--- src/rtl/legv8_pkg.sv ---
// Shared LEGv8 instruction constants: kind codes, 11-bit opcodes and format prefixes.
// The control decoder imports the same values, so encode and decode stay in lockstep.
package legv8_pkg;

    typedef enum logic [3:0] {
        KIND_LDUR = 4'd0,
        KIND_STUR = 4'd1,
        KIND_CBZ  = 4'd2,
        KIND_ADD  = 4'd3,
        KIND_SUB  = 4'd4,
        KIND_AND  = 4'd5,
        KIND_ORR  = 4'd6,
        KIND_LSL  = 4'd7,
        KIND_LSR  = 4'd8,
        KIND_B    = 4'd9
    } kind_e;

    typedef enum logic [1:0] {
        ST_IDLE,
        ST_RUN,
        ST_FULL,
        ST_ERR
    } state_e;

    localparam logic [10:0] OP_LDUR = 11'b11111000010;
    localparam logic [10:0] OP_STUR = 11'b11111000000;
    localparam logic [10:0] OP_ADD  = 11'b10001011000;
    localparam logic [10:0] OP_SUB  = 11'b11001011000;
    localparam logic [10:0] OP_AND  = 11'b10001010000;
    localparam logic [10:0] OP_ORR  = 11'b10101010000;
    localparam logic [10:0] OP_LSL  = 11'b11010011011;
    localparam logic [10:0] OP_LSR  = 11'b11010011010;

    localparam logic [7:0] CB_PREFIX = 8'b10110100;
    localparam logic [5:0] B_PREFIX  = 6'b000101;

endpackage

--- src/rtl/legv8_word_pack.sv ---
// Combinational packer: maps an instruction kind plus fields to a 32-bit LEGv8 word,
// flagging unknown kinds and immediates that do not fit their format field.
module legv8_word_pack
    import legv8_pkg::*;
(
    input  logic [3:0]  kind,
    input  logic [4:0]  rd,
    input  logic [4:0]  rn,
    input  logic [4:0]  rm,
    input  logic [5:0]  shamt,
    input  logic [25:0] imm,
    output logic [31:0] word,
    output logic        bad
);

    logic d_fits;
    logic cb_fits;

    // An immediate fits an N-bit signed field when every bit above it copies its sign bit.
    assign d_fits  = (&imm[25:8])  || !(|imm[25:8]);
    assign cb_fits = (&imm[25:18]) || !(|imm[25:18]);

    always_comb begin
        // NOTE: every output gets a default before the case so no path leaves it unassigned (no latch).
        word = '0;
        bad  = 1'b0;
        case (kind)
            KIND_LDUR: begin
                word = {OP_LDUR, imm[8:0], 2'b00, rn, rd};
                bad  = !d_fits;
            end
            KIND_STUR: begin
                word = {OP_STUR, imm[8:0], 2'b00, rn, rd};
                bad  = !d_fits;
            end
            KIND_CBZ: begin
                word = {CB_PREFIX, imm[18:0], rd};
                bad  = !cb_fits;
            end
            KIND_ADD: word = {OP_ADD, rm, 6'd0, rn, rd};
            KIND_SUB: word = {OP_SUB, rm, 6'd0, rn, rd};
            KIND_AND: word = {OP_AND, rm, 6'd0, rn, rd};
            KIND_ORR: word = {OP_ORR, rm, 6'd0, rn, rd};
            KIND_LSL: word = {OP_LSL, 5'd0, shamt, rn, rd};
            KIND_LSR: word = {OP_LSR, 5'd0, shamt, rn, rd};
            KIND_B:   word = {B_PREFIX, imm};
            default:  bad  = 1'b1;
        endcase
    end

endmodule

--- src/rtl/legv8_instr_encoder.sv ---
// Program loader: accepts symbolic instructions over valid/ready, encodes them and writes
// one word per cycle to instruction memory at sequential byte addresses from a base.
module legv8_instr_encoder
    import legv8_pkg::*;
#(
    parameter int ADDR_W = 8,
    parameter int DEPTH  = 64
) (
    input  logic                       clk,
    input  logic                       rst_n,
    input  logic                       start,
    input  logic [ADDR_W-1:0]          base_addr,
    input  logic                       in_valid,
    output logic                       in_ready,
    input  logic [3:0]                 in_kind,
    input  logic [4:0]                 in_rd,
    input  logic [4:0]                 in_rn,
    input  logic [4:0]                 in_rm,
    input  logic [5:0]                 in_shamt,
    input  logic [25:0]                in_imm,
    output logic                       mem_we,
    output logic [ADDR_W-1:0]          mem_addr,
    output logic [31:0]                mem_wdata,
    output logic [$clog2(DEPTH+1)-1:0] count,
    output logic                       full,
    output logic                       err
);

    localparam int CNT_W = $clog2(DEPTH + 1);

    state_e            state;
    state_e            state_nxt;
    logic [ADDR_W-1:0] wr_ptr;
    logic [31:0]       word;
    logic              bad;
    logic              fire;

    legv8_word_pack u_pack (
        .kind  (in_kind),
        .rd    (in_rd),
        .rn    (in_rn),
        .rm    (in_rm),
        .shamt (in_shamt),
        .imm   (in_imm),
        .word  (word),
        .bad   (bad)
    );

    assign full     = (count == CNT_W'(DEPTH));
    assign in_ready = (state == ST_RUN) && !full;
    assign fire     = in_valid && in_ready;

    // start wins over a simultaneous handshake; that instruction is simply dropped.
    always_comb begin
        state_nxt = state;
        if (start) begin
            state_nxt = ST_RUN;
        end else if (fire) begin
            if (bad)
                state_nxt = ST_ERR;
            else if (count == CNT_W'(DEPTH - 1))
                state_nxt = ST_FULL;
        end
    end

    always_ff @(posedge clk) begin
        if (!rst_n)
            state <= ST_IDLE;
        else
            state <= state_nxt;
    end

    // Pointer and count advance on the handshake edge, so count already includes the
    // word being presented on mem_wdata and in_ready drops before DEPTH is exceeded.
    always_ff @(posedge clk) begin
        // NOTE: non-blocking assignments keep every register sampling pre-edge values.
        if (!rst_n) begin
            mem_we    <= 1'b0;
            mem_addr  <= '0;
            mem_wdata <= '0;
            count     <= '0;
            err       <= 1'b0;
            wr_ptr    <= '0;
        end else begin
            mem_we <= 1'b0;
            if (start) begin
                wr_ptr <= {base_addr[ADDR_W-1:2], 2'b00};
                count  <= '0;
                err    <= 1'b0;
            end else if (fire) begin
                if (bad) begin
                    err <= 1'b1;
                end else begin
                    mem_we    <= 1'b1;
                    mem_addr  <= wr_ptr;
                    mem_wdata <= word;
                    wr_ptr    <= wr_ptr + ADDR_W'(4);
                    count     <= count + CNT_W'(1);
                end
            end
        end
    end

endmodule

--- config.mk ---
export PLATFORM = sky130hd
export DESIGN_NAME = legv8_instr_encoder
export DESIGN_NICKNAME = d
export VERILOG_FILES = /design/src/rtl/legv8_pkg.sv /design/src/rtl/legv8_word_pack.sv /design/src/rtl/legv8_instr_encoder.sv
export SDC_FILE = /design/constraint.sdc
export NUM_CORES = 1
export LEC_CHECK = 0
export BUFFER_PORTS_ARGS = -buffer_cell sky130_fd_sc_hd__buf_2
export CAP_MARGIN = 20
export CORE_MARGIN = 5
export CORE_UTILIZATION = 25
export CTS_BUF_LIST = sky130_fd_sc_hd__clkbuf_8
export CTS_CLUSTER_DIAMETER = 80
export DETAILED_ROUTE_END_ITERATION = 10
export SLEW_MARGIN = 10
export SYNTH_ARGS = -nofsm -noshare
export SYNTH_HDL_FRONTEND = slang
export SYNTH_HIERARCHICAL = 1
export SYNTH_SLANG_ARGS = --single-unit
--- constraint.sdc ---
create_clock -name clk -period 3.4 [get_ports clk]
set_input_delay 0.17 -clock clk [delete_from_list [all_inputs] [get_ports clk]]
set_output_delay 0.17 -clock clk [all_outputs]
set_load 0.02 [all_outputs]
==> results of run 1 <==
-- sequential cells by signal (all words and copies together) (netlist names) --
signal	cells
count	7
err	1
mem_addr	6
mem_wdata	32
mem_we	1
state	2
wr_ptr	6
-- cell families after synthesis --
kind of cell	count (synthesis)	synth area share
AO/OA/AOI/OAI	80	0.191
XOR/XNOR	9	0.0261
adder cells (fa/ha/maj)	3	0.0124
buffers and inverters	49	0.0846
flip-flops	55	0.365
multiplexers	2	0.00663
other	1	0.00124
AND/OR/NAND/NOR	189	0.313
-- per-stage QoR --
stage | util | instances
after global routing | 0.311 | 628
final | 0.311 | 628
after global placement | 0.303 | 620
after CTS | 0.311 | 628
after detailed placement | 0.303 | 620
after floorplan | - | 389
-- area by class of cell --
type / count / share of cell area
multi-input combinational: 285 / 0.452
sequential: 55 / 0.297
timing repair buffer: 113 / 0.155
tap: 147 / 0.0497
inverter: 20 / 0.0203
clock buffer: 5 / 0.0186
clock inverter: 3 / 0.00676
-- critical path, stage by stage --
cell and delay, ps:
buf_2 100, nand4_1 130, or4_1 540, o22ai_1 140
o211ai_1 210, and4bb_2 490, o21ai_4 140, or4_1 520
a31oi_1 160
-- layer usage --
metal  up-vias  wire (µm)  part of all wire
met5         -          0                 0
met4         0        113             0.011
met3         9        746             0.074
met2       137       4710              0.46
met1      1542       4560              0.45
li1       1582          -                 -
-- path summary, 6_finish.rpt --
| check | startpoint | endpoint | slack, ps | cells after the start |
|---|---|---|---|---|
| worst max-delay path | in_imm[21] | wr_ptr[7] | 1060 | 9 |
| worst min-delay path | base_addr[4] | wr_ptr[4] | 130 | 3 |
| worst max register to register | count[2] | mem_wdata[13] | 1350 | 5 |
| worst min register to register | mem_addr[5] | mem_addr[5] | 450 | 2 |
-- power by group through the flow --
| stage | logic [mW] | clock network [mW] | registers [mW] |
|---|---|---|---|
| final | 0.204 | 0.397 | 0.667 |
| after global routing | 0.227 | 0.439 | 0.669 |
| after CTS | 0.204 | 0.415 | 0.667 |
| after detailed placement | 0.203 | 0 | 0.682 |
| after global placement | 0.200 | 0 | 0.681 |
| after floorplan | 0.117 | 0 | 0.687 |
-- Yosys cell counts (all sizes together) --
master    n
o21ba     1
nand2    61
and3      3
o21ai    24
xor2      5
clkbuf   12
or4       4
a22o      6
dfxtp    55
or4b      1
o31a      1
a211oi    4
and2      2
buf      17
or3       2
o22ai     3
o211a     1
nor4      4
nand4b    1
a222oi   11
ha        3
a31oi     5
and4bb    2
nand4     6
inv      20
conb      1
nor2     13
xnor2     4
a21oi    12
nor3      5
or2       1
mux2i     2
a22oi     5
nand3    81
o211ai    4
nand2b    1
nand4bb   2
o31ai     3
==> out/results.ini, run 1 <==
[layout]
area_delta_synth_final_pct = 22.7
multiInputGateArea_um2 = 1670
seq_area_um2 = 1100
drive_gt1_frac = 0.285
n_antenna_cell = 0
final_common_cell = buf_2
final_cell_mix = 109 x buf_2, 81 x nand3_1, 60 x nand2_1
final_area_um2 = 3700
num-nets-final = 546
fillers = 1330

[logic_synthesis]
syn_inst = 388
synth_warnings = 6
synth_cell_types = 50
synth_area_um2 = 3020
yosys.area.top_type = dfxtp_1
synth_largest_type_area_fraction = 0.365
synth_seq_area_share = 0.365
syn_avg_cell_area_um2 = 7.78
ys_ff_latch = 55
netlist_top_cells_area = dfxtp_1 36%, nand3_1 13%, nand2_1 7.5%

[sta]
rsz0062_at_grt = false
finalHoldViolCount = 0
fin_crit_ps = 2340
drv_slew = 0
timing.fmax_ghz = 0.427
worst_slack_ps = 1060
setup_viol = 0
tns_ps = 0
slew_headroom = 0.402
period_share = 0.689
tightest_slew_ps = 896
fin_skew_ps = 7.05
finalHoldWorstSlack_ps = 131

[pwr]
p_clk_frac = 0.313
p_switching_mw = 0.389
p_int_mw = 0.879
swShare = 0.307
p_leak_nw = 1.79
total_power_mw = 1.27
peakVddDrop_mv = 0.154
power_density_nw_per_um2 = 343
power_frac_seq = 0.526
pwr-share-comb = 0.161

[critical_path]
worstPathMaxFanout = 8
startpoint_type = primary input
end_kind = register
worstPathRequired_ps = 3660
crit_arrival_ps = 2600
crit_type = in2reg

[clocking]
cts_tree = yes
cts_num_sinks = 55
cts_root_buffer = clkbuf_8
numCtsBuffers = 5
clockBufferDepth = 2
cts.repair.resized = 0
clk_latency_ps = 330
cts_max_level = 2
cts_setup_buffers = 0
cts_hold_buf = 0
clkTransAtPathRegs_ps = 100

[global_routing]
use_met3 = 0.0419
grt_usage = 0.140
busiest_layer = met2
gr-usage-met1 = 0.184
grt_remaining_overflow = 0
use_met2 = 0.225
antenna_found_initial = 0
grt_max_degree = 47
grt_pass1_vias = 3220
grt_first_pass_wirelength_mm = 16.4

[detailed_routing]
drt_first_pass_iters = 6
drt_iter0_markers = 294
drt.antenna.violating_nets = 0
drc = 0
wl_per_cell_um = 16.1
vias = 3270
routed_wl_mm = 10.1
vias_per_cell = 5.21

[placement]
post-place-ws_ps = 721
place_area_um2 = 3610
hpwl_mm = 7.61
place_congestion = 0.838
io_buffers = 109

[die]
dieArea_um2 = 14400
pin_count = 114
core_um2 = 11900
rows = 40
fp.dieW_um = 120
die_h_um = 120
initial_core_util = 0.253

[outcome]
status = finished clean

[flow_run]
maxCapViolCount = 0

[min_path]
min_path_type = in2reg

No activity file was read; power rests on OpenSTA's default activity.
==> inputs of run 2 (changes only) <==
clock period = 2 ns   (was 3.4 ns; I/O delays follow)
==> out/results.ini, run 2 (synthesis gave the netlist of run 1 again) <==
[detailed_routing]
drt_iter0_markers = 335  ; was 294
wl_per_cell_um = 16.2  ; was 16.1 µm
vias_per_cell = 5.04  ; was 5.21
drc = 0  ; unchanged
drt_first_pass_iters = 7  ; was 6
routed_wl_mm = 10.9  ; was 10.1 mm
drt.antenna.violating_nets = 0  ; unchanged
vias = 3369  ; was 3270

[sta]
period_share = 0.980
worst_slack_ps = 40.6  ; was 1060 ps
tns_ps = 0  ; unchanged
slew_headroom = 0.606  ; was 0.402
drv_slew = 0  ; unchanged
rsz0062_at_grt = false  ; unchanged
setup_viol = 0  ; unchanged
finalHoldViolCount = 0  ; unchanged
fin_crit_ps = 1960
tightest_slew_ps = 588  ; was 896 ps
fin_skew_ps = 19.0  ; was 7.05 ps
finalHoldWorstSlack_ps = 24.3  ; was 131 ps
timing.fmax_ghz = 0.510

[pwr]
power_density_nw_per_um2 = 537  ; was 343 nW/µm²
p_leak_nw = 2.02  ; was 1.79 nW
power_frac_seq = 0.511  ; was 0.526
p_clk_frac = 0.295  ; was 0.313
peakVddDrop_mv = 0.272  ; was 0.154 mV
p_int_mw = 1.56  ; was 0.879 mW
pwr-share-comb = 0.194  ; was 0.161
p_switching_mw = 0.668  ; was 0.389 mW
swShare = 0.300  ; was 0.307

[die]
core_um2 = 11900  ; unchanged
fp.dieW_um = 120  ; unchanged
rows = 40  ; unchanged
pin_count = 114  ; unchanged
initial_core_util = 0.253  ; unchanged
die_h_um = 120  ; unchanged
dieArea_um2 = 14400  ; unchanged

[clocking]
cts_num_sinks = 55  ; unchanged
cts_root_buffer = clkbuf_8  ; unchanged
clk_latency_ps = 340  ; was 330 ps
clockBufferDepth = 2  ; unchanged
numCtsBuffers = 5  ; unchanged
cts_hold_buf = 0  ; unchanged
cts_tree = yes  ; unchanged
cts_max_level = 2  ; unchanged
clkTransAtPathRegs_ps = 120  ; was 100 ps

[placement]
io_buffers = 109  ; unchanged
place_congestion = 0.914  ; was 0.838
hpwl_mm = 8.27  ; was 7.61 mm
post-place-ws_ps = -359  ; was 721 ps

[critical_path]
reg2reg_depth = 8  ; was 5
worstPathRequired_ps = 2270  ; was 3660 ps
end_kind = register  ; unchanged
crit_type = in2reg  ; unchanged
worstPathMaxFanout = 5  ; was 8
crit_arrival_ps = 2230  ; was 2600 ps
startpoint_type = primary input  ; unchanged

[global_routing]
grt_pass1_vias = 3300  ; was 3220
grt_first_pass_wirelength_mm = 16.9  ; was 16.4 mm
grt_max_degree = 52  ; was 47
grt_remaining_overflow = 0  ; unchanged
antenna_found_initial = 1  ; was 0
grt_usage = 0.145  ; was 0.140

[layout]
reg_top3 = mem_wdata (32), count (7)  ; unchanged
n_antenna_cell = 0  ; unchanged
fin_util = 0.348  ; was 0.311
drive_gt1_frac = 0.352  ; was 0.285
final_common_cell = buf_2  ; unchanged
top_register = mem_wdata  ; unchanged
final_cell_mix = 103 x buf_2, 81 x nand3_1, 60 x nand2_1  ; was 109 x buf_2, 81 x nand3_1, 60 x nand2_1
num-nets-final = 588  ; was 546
largest_register_ffs = 32  ; unchanged
area_delta_synth_final_pct = 37.2  ; was 22.7%

[flow_run]
maxCapViolCount = 0  ; unchanged

[min_path]
holdPathStages = 3  ; unchanged
min_path_type = in2reg  ; unchanged

[outcome]
status = finished clean  ; unchanged

[run 2: cell types whose count changed in the layout (fill, tap and decap cells not counted), moves of 2 or more]
cell,change
nor4_1,-2
buf_12,+2
buf_2,-6
buf_4,+39
or4_1,-2
or4_4,+2
buf_6,+6
nor4_2,+2
[run 2: final timing paths]
check | from | end | slack [ps]
worst max-delay path | in_imm[20] | wr_ptr[7] | 40
worst min-delay path | base_addr[4] | wr_ptr[4] | 20
worst max register to register | count[0] | mem_wdata[19] | 180
worst min register to register | mem_addr[4] | mem_addr[4] | 450
[run 2: critical path, cell delays in order]
cell and delay, ps:
buf_2 90, nand4_1 100, or4_4 530, o22ai_2 120, o211ai_1 200, and4bb_4 410, o21ai_4 80, or4_4 420
a31oi_1 160
[run 2: routing by layer]
metal / wire length (µm) / vias to the layer above / part of all wire / GRT usage
li1: - / 1667 / - / -
met1: 5000 / 1584 / 0.46 / 0.194
met2: 5010 / 107 / 0.46 / 0.228
met3: 769 / 9 / 0.071 / 0.0476
met4: 69 / 2 / 0.0064 / 0.0315
met5: 13 / - / 0.0012 / 0
[run 2: power by group through the flow]
stage                     logic, mW  clock network (mW)  registers [mW]
after floorplan               0.200                   0            1.17
after global placement        0.403                   0            1.16
after detailed placement      0.409                   0            1.16
after CTS                     0.411               0.696            1.14
after global routing          0.468               0.743            1.14
final                         0.430               0.656            1.14
[run 2: final cells by class]
type	count	area [µm²]
inverters	20	75.1
flip-flops and latches	55	1100
fillers	1300	7770
clock inverters	2	17.5
well taps	147	184
multi-input cells	285	1720
repair buffers	155	971
clock buffers	5	68.8
[run 2: repair_timing]
action / CTS / global route
buffers inserted: 0 / 3
gates resized for setup: 0 / 13
setup endpoints to repair: 0 / 41
endpoints found under the hold margin: 0 / 0
[run 2: metrics by stage]
stage                     power [mW]  instances  area (µm²)
after floorplan                 1.37        389        3030
after CTS                       2.24        665        4010
after global placement          1.56        658        3920
after detailed placement        1.57        658        3920
after global routing            2.35        669        4140
final                           2.22        669        4140
==> inputs of run 3 (changes only) <==
CELL_PAD_IN_SITES_DETAIL_PLACEMENT = 0   (was default)
CELL_PAD_IN_SITES_GLOBAL_PLACEMENT = 1   (was default)
CORE_MARGIN = default   (was 5)
PLACE_DENSITY_LB_ADDON = 0.1   (was default)
RECOVER_POWER = 100   (was default)
==> out/results.ini, run 3 (synthesis gave the netlist of run 1 again) <==
[sta]
drv_slew = 0  ; unchanged
tns_ps = 0  ; unchanged
setup_viol = 0  ; unchanged
timing.fmax_ghz = 0.508  ; was 0.510 GHz
tightest_slew_ps = 600  ; was 588 ps
rsz0062_at_grt = true  ; was false
slew_headroom = 0.597  ; was 0.606
fin_skew_ps = 17.6  ; was 19.0 ps
finalHoldViolCount = 0  ; unchanged
period_share = 0.984  ; was 0.980
fin_crit_ps = 1970  ; was 1960 ps

[placement]
io_buffers = 109  ; unchanged
dp.cells = 653  ; was 658
hpwl_mm = 7.99  ; was 8.27 mm
place_congestion = 0.835  ; was 0.914

[detailed_routing]
routed_wl_mm = 10.5  ; was 10.9 mm
wl_per_cell_um = 15.8  ; was 16.2 µm
vias_per_cell = 4.97  ; was 5.04
drc = 4  ; was 0
wl_met2_mm = 4.96  ; was 5.01 mm
drt.antenna.violating_nets = 0  ; unchanged
drt_first_pass_iters = 9  ; was 7
m1WireLength_mm = 4.92  ; was 5.00 mm
drt_iter0_markers = 151  ; was 335
vias = 3303  ; was 3369
route.met3.wl_um = 504  ; was 769 µm
top_layer = met4  ; was met5

[critical_path]
path_cells = buf_2, nand4_1, or4_1, o22ai_1, o211ai_1, and4bb_4, o21ai_4, or4_4, a31oi_1  ; was buf_2, nand4_1, or4_4, o22ai_2, o211ai_1, and4bb_4, o21ai_4, or4_4, a31oi_1
r2r_setup_slack_ps = 200  ; was 180 ps
worstPathRequired_ps = 2260  ; was 2270 ps
end_kind = register  ; unchanged
startpoint_type = primary input  ; unchanged
cp_slowest_stage_delay_ps = 510  ; was 530 ps
crit_arrival_ps = 2230  ; about the same
worstPathMaxFanout = 5  ; unchanged
cpMaxStageDelayCell = or4_1  ; was or4_4
crit_type = in2reg  ; unchanged

[pwr]
p_leak_nw = 1.80  ; was 2.02 nW
power_density_nw_per_um2 = 560  ; was 537 nW/µm²
peakVddDrop_mv = 0.304  ; was 0.272 mV
total_power_mw = 2.26  ; was 2.22 mW

[clocking]
cts_tree = yes  ; unchanged
clockBufferDepth = 2  ; unchanged
cts_max_level = 2  ; unchanged
numCtsBuffers = 5  ; unchanged
clk_latency_ps = 320  ; was 340 ps
cts_hold_buf = 0  ; unchanged
cts_num_sinks = 55  ; unchanged
clkTransAtPathRegs_ps = 120  ; about the same
cts_root_buffer = clkbuf_8  ; unchanged

[die]
core_um2 = 11600  ; was 11900 µm²
rows = 39  ; was 40
die_h_um = 112  ; was 120 µm
fp.dieW_um = 112  ; was 120 µm
initial_core_util = 0.260  ; was 0.253
dieArea_um2 = 12500  ; was 14400 µm²
pin_count = 114  ; unchanged

[global_routing]
grt_remaining_overflow = 0  ; unchanged
grt_usage = 0.164  ; was 0.145
grt_first_pass_wirelength_mm = 16.1  ; was 16.9 mm
grt_max_degree = 55  ; was 52
grt_pass1_vias = 3042  ; was 3300
antenna_found_initial = 0  ; was 1

[layout]
top_register = mem_wdata  ; unchanged
largest_register_ffs = 32  ; unchanged
final_common_cell = nand3_1  ; was buf_2
fin_cells = 664  ; was 669
final_cell_mix = 80 x nand3_1, 59 x nand2_1, 59 x buf_2  ; was 103 x buf_2, 81 x nand3_1, 60 x nand2_1
reg_top3 = mem_wdata (32), count (7)  ; unchanged
area_delta_synth_final_pct = 33.6  ; was 37.2%
n_antenna_cell = 0  ; unchanged
drive_gt1_frac = 0.259  ; was 0.352
num-nets-final = 586  ; was 588

[flow_run]
maxCapViolCount = 0  ; unchanged

[min_path]
min_path_type = in2reg  ; unchanged

[outcome]
violations = design-rule violations
status = complete, but fails checks  ; was finished clean

run 3: critical path: cells and delay by family:
kind | cells | cell delay, ps
and+or+nand+nor | 4 | 1450
AOI/OAI and AO/OA | 4 | 580
buffers and inverters | 1 | 90
run 3: final cells by class:
type,count,area [µm²]
clock buffer,6,82.6
clock inverter,2,17.5
fill,1304,7580
inverter,20,75.1
multi-input combinational,285,1720
sequential,55,1100
tap,143,179
timing repair buffer,153,857
run 3: power breakdown:
group,total [mW],leakage (nW),switching (mW),internal [mW]
sequential,1.14,0.445,0.0201,1.12
clock,0.702,0.0522,0.410,0.292
combinational,0.417,1.30,0.240,0.178
total,2.26,1.80,0.670,1.59
run 3: worst paths after layout:
kind / startpoint / end / cells after the start
min reg2reg: mem_wdata[29] / mem_wdata[29] / 2
max reg2reg: count[0] / mem_addr[2] / 7
min: base_addr[4] / wr_ptr[4] / 3
max: in_imm[18] / wr_ptr[7] / 9
run 3: routing by layer:
metal / GRT usage / up-vias
met5: 0 / -
met4: 0.0432 / 0
met3: 0.0305 / 10
met2: 0.270 / 83
met1: 0.219 / 1546
li1: - / 1664
run 3: per-stage QoR:
| step | util | hold slack (ps) | cell area, µm² | setup slack [ps] |
|---|---|---|---|---|
| 2_1_floorplan | - | 236 | 3030 | -59.5 |
| 3_3_place_gp | 0.337 | 375 | 3910 | -312 |
| 3_5_place_dp | 0.337 | 380 | 3910 | -332 |
| 4_1_cts | 0.347 | 42.5 | 4030 | 20.6 |
| 5_1_grt | 0.347 | 64.1 | 4030 | -31.2 |
| 6_report | 0.347 | 48.8 | 4030 | 32.9 |
run 3: what timing repair did:
action                                  CTS  global route
gates cloned                              0             0
buffers inserted                          0             3
pin swaps                                 1             6
endpoints found under the setup margin    1            42
gates resized for setup                   1             8
